### config.mk
export PLATFORM = sky130hd
export DESIGN_NAME = pipe_stage_buf
export DESIGN_NICKNAME = d
export VERILOG_FILES = /design/src/rtl/pipe_stage_buf_pkg.sv /design/src/rtl/pipe_buf_ptr.sv /design/src/rtl/pipe_stage_buf.sv
export SDC_FILE = /design/constraint.sdc
export NUM_CORES = 1
export LEC_CHECK = 0
export BUFFER_PORTS_ARGS = -buffer_cell sky130_fd_sc_hd__buf_4
export CORE_MARGIN = 2
export CORE_UTILIZATION = 40
export CTS_BUF_LIST = sky130_fd_sc_hd__clkbuf_16
export CTS_CLUSTER_SIZE = 30
export DETAILED_ROUTE_END_ITERATION = 10
export PLACE_DENSITY = 0.63
export SKIP_CTS_REPAIR_TIMING = 1
export SYNTH_ARGS = -nofsm -noshare
export SYNTH_HDL_FRONTEND = slang
export SYNTH_HIERARCHICAL = 1
export SYNTH_SLANG_ARGS = --single-unit
### constraint.sdc
create_clock -name clk -period 2.51 [get_ports clk]
set_clock_uncertainty 0.2 [all_clocks]
set_input_delay 0.3765 -clock clk [delete_from_list [all_inputs] [get_ports clk]]
set_output_delay 0.3765 -clock clk [all_outputs]
set_load 0.02 [all_outputs]
### src/rtl/pipe_stage_buf_pkg.sv
// -----------------------------------------------------------------------------
// pipe_stage_buf_pkg
//   Shared pipeline definitions.
//   - Stage-boundary payload structs (IF/ID, ID/EX, EX/MEM, MEM/WB).
//   - Default buffer depth and ready mode for every stage boundary.
//   - Per-boundary payload widths, used as DATA_W when instantiating
//     pipe_stage_buf.
//   - Pointer-width helper shared by the buffer and its pointer sub-module.
// -----------------------------------------------------------------------------
package pipe_stage_buf_pkg;

  // Default configuration applied on every stage boundary.
  parameter int PIPE_BUF_DEPTH  = 2;
  parameter int PIPE_PASS_READY = 1;

  // Largest supported buffer depth.
  localparam int PIPE_BUF_MAX_DEPTH = 8;

  // Stage payloads. The buffer never looks inside them: it carries them as
  // opaque bit vectors. The "enable" bit mirrors out_valid of the buffer that
  // carries the struct.
  typedef struct packed {
    logic [31:0] pc;
    logic [31:0] instr;
    logic        enable;
  } IFID_Pipe_t;

  typedef struct packed {
    logic [31:0] pc;
    logic [31:0] rs1_val;
    logic [31:0] rs2_val;
    logic [31:0] imm;
    logic [4:0]  rd;
    logic [3:0]  alu_op;
    logic        enable;
  } IDEX_Pipe_t;

  typedef struct packed {
    logic [31:0] alu_res;
    logic [31:0] rs2_val;
    logic [4:0]  rd;
    logic        mem_rd;
    logic        mem_wr;
    logic        reg_wr;
    logic        enable;
  } EXMEM_Pipe_t;

  typedef struct packed {
    logic [31:0] wb_data;
    logic [4:0]  rd;
    logic        reg_wr;
    logic        enable;
  } MEMWB_Pipe_t;

  // Payload widths per boundary.
  localparam int IFID_W  = $bits(IFID_Pipe_t);
  localparam int IDEX_W  = $bits(IDEX_Pipe_t);
  localparam int EXMEM_W = $bits(EXMEM_Pipe_t);
  localparam int MEMWB_W = $bits(MEMWB_Pipe_t);

  // Width of a pointer that addresses DEPTH entries. A single-entry buffer
  // still gets a 1-bit pointer so that no zero-width vectors appear.
  function automatic int pipe_buf_ptr_w(input int depth);
    return (depth > 1) ? $clog2(depth) : 1;
  endfunction

endpackage

### src/rtl/pipe_buf_ptr.sv
// -----------------------------------------------------------------------------
// pipe_buf_ptr
//   Circular index into a DEPTH-entry store. Wraps DEPTH-1 -> 0 explicitly, so
//   non-power-of-2 depths work.
//   Ports:
//     clk       rising-edge clock
//     clr       synchronous clear to 0 (highest priority)
//     load      synchronous load of load_val (beats inc)
//     load_val  value to load
//     inc       advance by one with wrap
//     ptr       current pointer value
// -----------------------------------------------------------------------------
module pipe_buf_ptr
  import pipe_stage_buf_pkg::*;
#(
  parameter  int DEPTH = 2,
  localparam int PTR_W = pipe_buf_ptr_w(DEPTH)
) (
  input  logic             clk,
  input  logic             clr,
  input  logic             load,
  input  logic [PTR_W-1:0] load_val,
  input  logic             inc,
  output logic [PTR_W-1:0] ptr
);

  localparam logic [PTR_W-1:0] LAST = PTR_W'(DEPTH - 1);

  // NOTE: state registers use non-blocking assignments so every flop samples
  // pre-edge values; blocking here would create ordering-dependent races.
  always_ff @(posedge clk) begin
    if (clr) begin
      ptr <= '0;
    end else if (load) begin
      ptr <= load_val;
    end else if (inc) begin
      ptr <= (ptr == LAST) ? '0 : ptr + PTR_W'(1);
    end
  end

endmodule

### src/rtl/pipe_stage_buf.sv
// -----------------------------------------------------------------------------
// pipe_stage_buf
//   Elastic register between two pipeline stages. Holds up to DEPTH opaque
//   payloads with a valid/ready handshake on both sides and a synchronous
//   flush for branch squash. The output is always read from registered
//   storage, so latency is at least one cycle and there is no in->out path.
//   Ports:
//     clk        rising-edge clock
//     rst        synchronous active-high reset; discards everything
//     in_valid   producer offers in_data
//     in_ready   buffer accepts this cycle
//     in_data    payload from the upstream stage
//     out_valid  head entry valid
//     out_ready  consumer takes the head; low to stall
//     out_data   head entry payload
//     flush      squash all held entries; a same-cycle push is dropped
//     count      occupancy, 0..DEPTH
// -----------------------------------------------------------------------------
module pipe_stage_buf
  import pipe_stage_buf_pkg::*;
#(
  parameter  int DATA_W     = 64,
  parameter  int DEPTH      = PIPE_BUF_DEPTH,
  parameter  int PASS_READY = PIPE_PASS_READY,
  localparam int CNT_W      = $clog2(DEPTH + 1),
  localparam int PTR_W      = pipe_buf_ptr_w(DEPTH)
) (
  input  logic              clk,
  input  logic              rst,
  input  logic              in_valid,
  output logic              in_ready,
  input  logic [DATA_W-1:0] in_data,
  output logic              out_valid,
  input  logic              out_ready,
  output logic [DATA_W-1:0] out_data,
  input  logic              flush,
  output logic [CNT_W-1:0]  count
);

  if (DEPTH < 1 || DEPTH > PIPE_BUF_MAX_DEPTH || DATA_W < 1) begin : g_param_check
    $error("pipe_stage_buf: DEPTH must be in 1..8 and DATA_W must be >= 1");
  end

  logic [DATA_W-1:0] mem [DEPTH];
  logic [PTR_W-1:0]  wr_ptr;
  logic [PTR_W-1:0]  rd_ptr;
  logic              not_full;
  logic              push;
  logic              pop;

  assign not_full  = (count < CNT_W'(DEPTH));
  assign out_valid = (count != '0);
  assign out_data  = mem[rd_ptr];

  // With PASS_READY a full buffer still accepts when the head leaves in the
  // same cycle; otherwise in_ready depends on registered occupancy only,
  // which breaks the ready chain between stages.
  if (PASS_READY != 0) begin : g_pass_ready
    assign in_ready = not_full || out_ready;
  end else begin : g_reg_ready
    assign in_ready = not_full;
  end

  // The flushed producer still sees its beat accepted; the beat is simply
  // not stored.
  assign push = in_valid && in_ready && !flush;
  assign pop  = out_valid && out_ready && !flush;

  // Write pointer only ever advances or resets. On flush the read pointer
  // jumps to the write pointer, emptying the ring without touching storage.
  pipe_buf_ptr #(.DEPTH(DEPTH)) u_wr_ptr (
    .clk      (clk),
    .clr      (rst),
    .load     (1'b0),
    .load_val ('0),
    .inc      (push),
    .ptr      (wr_ptr)
  );

  pipe_buf_ptr #(.DEPTH(DEPTH)) u_rd_ptr (
    .clk      (clk),
    .clr      (rst),
    .load     (flush),
    .load_val (wr_ptr),
    .inc      (pop),
    .ptr      (rd_ptr)
  );

  // NOTE: storage is cleared on reset on purpose so out_data reads 0 after
  // reset; a plain pipeline store would normally be left unreset.
  always_ff @(posedge clk) begin
    if (rst) begin
      for (int i = 0; i < DEPTH; i++) begin
        mem[i] <= '0;
      end
    end else if (push) begin
      mem[wr_ptr] <= in_data;
    end
  end

  always_ff @(posedge clk) begin
    if (rst || flush) begin
      count <= '0;
    end else begin
      unique case ({push, pop})
        2'b10:   count <= count + CNT_W'(1);
        2'b01:   count <= count - CNT_W'(1);
        default: count <= count;
      endcase
    end
  end

  // Occupancy can never leave 0..DEPTH and the head is never taken from an
  // empty buffer.
  always_ff @(posedge clk) begin
    if (!rst) begin
      assert (count <= CNT_W'(DEPTH))
        else $error("pipe_stage_buf: count exceeds DEPTH");
      assert (!(pop && count == '0))
        else $error("pipe_stage_buf: pop while empty");
    end
  end

endmodule

Word-level counts from Yosys, hierarchy flattened
Memories as Yosys holds them, arrays and structs flattened. A register that Yosys moved wholly into a read port is not among the register bits.
Cells that the tools add are included.

operators by class
  $add $sub $neg = 4
  multipliers = 0
  divide/modulo/power cells = 0
  $lt $le $gt $ge = 1
  equal/unequal tests = 2
  shift-type cells = 0
  multiplexer cells = 15
  bitwise gates (word level) = 0
  reduce and logical (&&, ||, !) cells = 11

operator list
  cell                                                 count
  two-way mux 64 bit                                   1
  OR reduction 64 bit                                  1
  two-way mux 1 bit                                    13
  nonzero test 2 bit                                   3
  logical AND 1 bit                                    4
  case mux 2 bit (2 select lines)                      1
  adder 1 bit, second input constant                   2
  adder 2 x 1 -> 2 bit, second input constant          1
  equality test 2 x 1 -> 1 bit, second input constant  1
  equality test 2 bit, second input constant           1
  logical OR 1 bit                                     2
  less-than comparator 2 bit, second input constant    1
  subtractor 2 x 1 -> 2 bit, second input constant     1
  logical NOT 1 bit                                    1

word-level totals
  flip-flop bits (word level) = 4
  latch bits = 0
  RAM bits = 128
  bits in read-only memories = 0
  word-level logic and storage cells = 37
  memories = 1

memory list
  name  depth  bits a word  read ports  clocked after Yosys merged registers in  write ports  line                  source
  mem   2      64           1           1                                        2            pipe_stage_buf.sv:44  logic [DATA_W-1:0] mem [DEPTH];

Logic depth before layout (Yosys ltp)
  depth in word-level cells = 9
  mapped depth = 7
  mapped depth without buffers = 7

By module
The synthesis kept the hierarchy.

by module, submodules not included
  module          instances  cells an instance  area each (µm²)  sequential area each (µm²)
  pipe_stage_buf  1          362                5,735.5          3,883.7
  pipe_buf_ptr    2          5                  51.3             20.0

Worst setup path after synthesis
Ideal clock, no wire load.

  kind = register -> register
  start = register count[1]
  end = memory mem[1][0], enable pin
  arrival = 1.850 ns
  setup slack = 0.066 ns
  cell stages (with the launch flop) = 5
  path buffers = 1
  period minus slack after synthesis = 2.444 ns
  cell sequence = dfxtp_1 nor2b_4 nor4b_4 buf_4 or2_2

RTL lines
  element                   line                   source
  start: declaration        pipe_stage_buf.sv:37   output logic [CNT_W-1:0] count
  start signal: assignment  pipe_stage_buf.sv:106  2'b10: count <= count + CNT_W'(1);
  start signal: assignment  pipe_stage_buf.sv:107  2'b01: count <= count - CNT_W'(1);
  start signal: assignment  pipe_stage_buf.sv:108  default: count <= count;
  end: declaration          pipe_stage_buf.sv:44

==> results.sh <==
export IMPL_antenna_found_initial=0
export IMPL_instances_no_fill=716
export IMPL_yosysSeqAreaShare=0.672
export IMPL_vdd_drop_max_uv=520
export IMPL_rows=44
export IMPL_track_usage=0.154
export IMPL_yosysWarnings=6
export IMPL_netlist_area_mm2=0.00584
export IMPL_maxCapViolations=0
export IMPL_avgViaCountPerCell=4.73
export IMPL_io_pins=137
export IMPL_clock_tree_root_cell="clkbuf_16"
export IMPL_grt_ovfl_total=0
export IMPL_utilization=0.537
export IMPL_synth_commonest_cells="128 x and2_1, 128 x edfxtp_1, 64 x mux2_2"
export IMPL_multi_input_area_mm2=0.00175
export IMPL_rsz0062_at_grt="no"
export IMPL_start_util=0.406
export IMPL_gp_congestion=0.746
export IMPL_placedCellCount=682
export IMPL_timing_slew_headroom=0.598
export IMPL_cts_max_level=4
export IMPL_async_flop_share=0
export IMPL_ys_ff_latch=132
export IMPL_die_width_um=125
export IMPL_synth_area_leaders="edfxtp_1 66%, and2_1 14%, mux2_2 12%, buf_6 1.9%, dfxtp_1 1.4%"
export IMPL_hpwlAfterDp_mm=7.14
export IMPL_ff_latch_area_mm2=0.00393
export IMPL_grt_max_degree=65
export IMPL_max_clock_freq_ghz=0.422
export IMPL_fillers=1238
export IMPL_cp_required_ns=1.93
export IMPL_synth_top_area_frac=0.658
export IMPL_grt_pass1_vias=3566
export IMPL_hold_class="in2reg"
export IMPL_slew_viol_final=0
export IMPL_cts_buffers=17
export IMPL_area_growth_pct=32.2
export IMPL_power_total_uw=5890
export IMPL_p_leak_uw=0.00315
export IMPL_crit_path_end_kind="primary output"
export IMPL_synth_area_leader_cell="edfxtp_1"
export IMPL_min_period_ns=2.37
export IMPL_worstPathCellList="buf_4 > mux2_2 > buf_4"
export IMPL_tns_ns=0
export IMPL_drt_iter0_markers=187
export IMPL_cp_slowest_stage_delay_ns=0.55
export IMPL_post_route_drc_count=0
export IMPL_antenna_cells=0
export IMPL_io_buffer_count=136
export IMPL_cp_slowest_cell="dfxtp_4"
export IMPL_die_h_um=125
export IMPL_clockBufferDepth=2
export IMPL_via_count=3386
export IMPL_die_area_mm2=0.0156
export IMPL_worst_path_max_fanout=22
export IMPL_drive_above_1_share=0.472
export IMPL_hold_violations=0
export IMPL_synth_cells=372
export IMPL_fin_ws_ns=0.139
export IMPL_wirelength_mm=11.6
export IMPL_nets=589
export IMPL_powerDensity_mw_per_mm2=763
export IMPL_cts_tree="done"
export IMPL_cts_sinks=132
export IMPL_critPathLaunchType="flip-flop"
export IMPL_synth_cell_types=26
export IMPL_min_period_over_period=0.945
export IMPL_synth_edf_count=128
export IMPL_cp_common_cell="buf_4"
export IMPL_worst_pin_slew_ns=0.603
export IMPL_status="completed"
export IMPL_core_area_mm2=0.0144
export IMPL_first_pass_iters=4
export IMPL_worstPathArrival_ns=1.79
export IMPL_setup_viol_count_final=0
export IMPL_ys_flop_type="edfxtp_1"
export IMPL_clk_latency_ns=0.41
export IMPL_critical_path_class="reg2out"
export IMPL_preCtsSetupSlack_ns=0.359
export IMPL_syn_avg_cell_area_um2=15.7
export IMPL_wl_per_cell_um=16.1
export IMPL_path_clk_slew_ns=0.06
export IMPL_route_antenna_remaining_nets=0
export IMPL_grt_pass1_wl_mm=18.2
==> where the power goes <==
part           internal (µW)  switching (µW)  total, µW
Clock                   1750             915       2670
Sequential              2540            36.9       2570
Combinational            322             327        649
Total                   4610            1280       5890
==> final cells by class <==
| type | instances | area share |
|---|---|---|
| Clock inverter | 15 | 0.0276 |
| Clock buffer | 17 | 0.0551 |
| Multi-Input combinational cell | 217 | 0.227 |
| Sequential cell | 132 | 0.509 |
| Tap cell | 184 | 0.0298 |
| Inverter | 4 | 0.00194 |
| Timing Repair Buffer | 147 | 0.150 |
==> state kept, by name, summed over array words and instances (netlist names) <==
signal and flops:
u_rd_ptr/ptr 1, mem 128, u_wr_ptr/ptr 1, count 2
==> kinds of logic (layout without fill, tap and decap cells) <==
logic type / count (synthesis) / count (layout) / synth area share
multiplexers: 64 / 64 / 0.123
flip-flops: 132 / 132 / 0.672
buffers and inverters: 25 / 183 / 0.0317
AND/OR/NAND/NOR: 141 / 141 / 0.158
AO/OA/AOI/OAI: 4 / 4 / 0.00643
XOR/XNOR: 4 / 4 / 0.00600
adder cells (fa/ha/maj): 1 / 1 / 0.00214
other: 1 / 3 / 0.000642
==> critical path: cells and delay by family (launching register included) <==
family                 cells  cell delay [ns]
buffers and inverters      2             0.45
DFF                        1             0.55
muxes                      1             0.37
==> final timing paths <==
kind	cells after the start	to	start	slack (ns)
max	3	out_data[2]	u_rd_ptr/ptr	0.14
min	2	mem[0][10]	in_data[10]	0.04
max reg2reg	5	count[1]	count[1]	0.47
min reg2reg	2	count[1]	count[1]	0.35
==> per-layer routing <==
metal	part of all wire	vias to the layer above	wire, µm	track usage
li1	-	1608	-	-
met1	0.41	1664	4740	0.176
met2	0.51	95	5930	0.261
met3	0.049	19	569	0.0434
met4	0.028	0	318	0.0810
met5	0	-	0	0
==> cell usage in the layout (no fill, tap or decap), drive strengths merged, types with 3 or more instances in the layout <==
| master | count |
|---|---|
| conb | 3 |
| inv | 4 |
| dfxtp | 4 |
| mux2 | 64 |
| edfxtp | 128 |
| and2 | 128 |
| nor2b | 3 |
| clkinv | 8 |
| or2 | 3 |
| xnor2 | 3 |
| clkbuf | 17 |
| bufinv | 5 |
| a211oi | 3 |
| buf | 145 |
==> per-stage QoR <==
step / cell area, µm² / hold WS, ns
2_1_floorplan: 5850 / 0.241
3_3_place_gp: 7060 / 0.300
3_5_place_dp: 7060 / 0.353
4_1_cts: 7700 / -0.0569
5_1_grt: 7720 / 0.0276
6_report: 7720 / 0.0381
No activity file was read; power rests on OpenSTA's default activity.
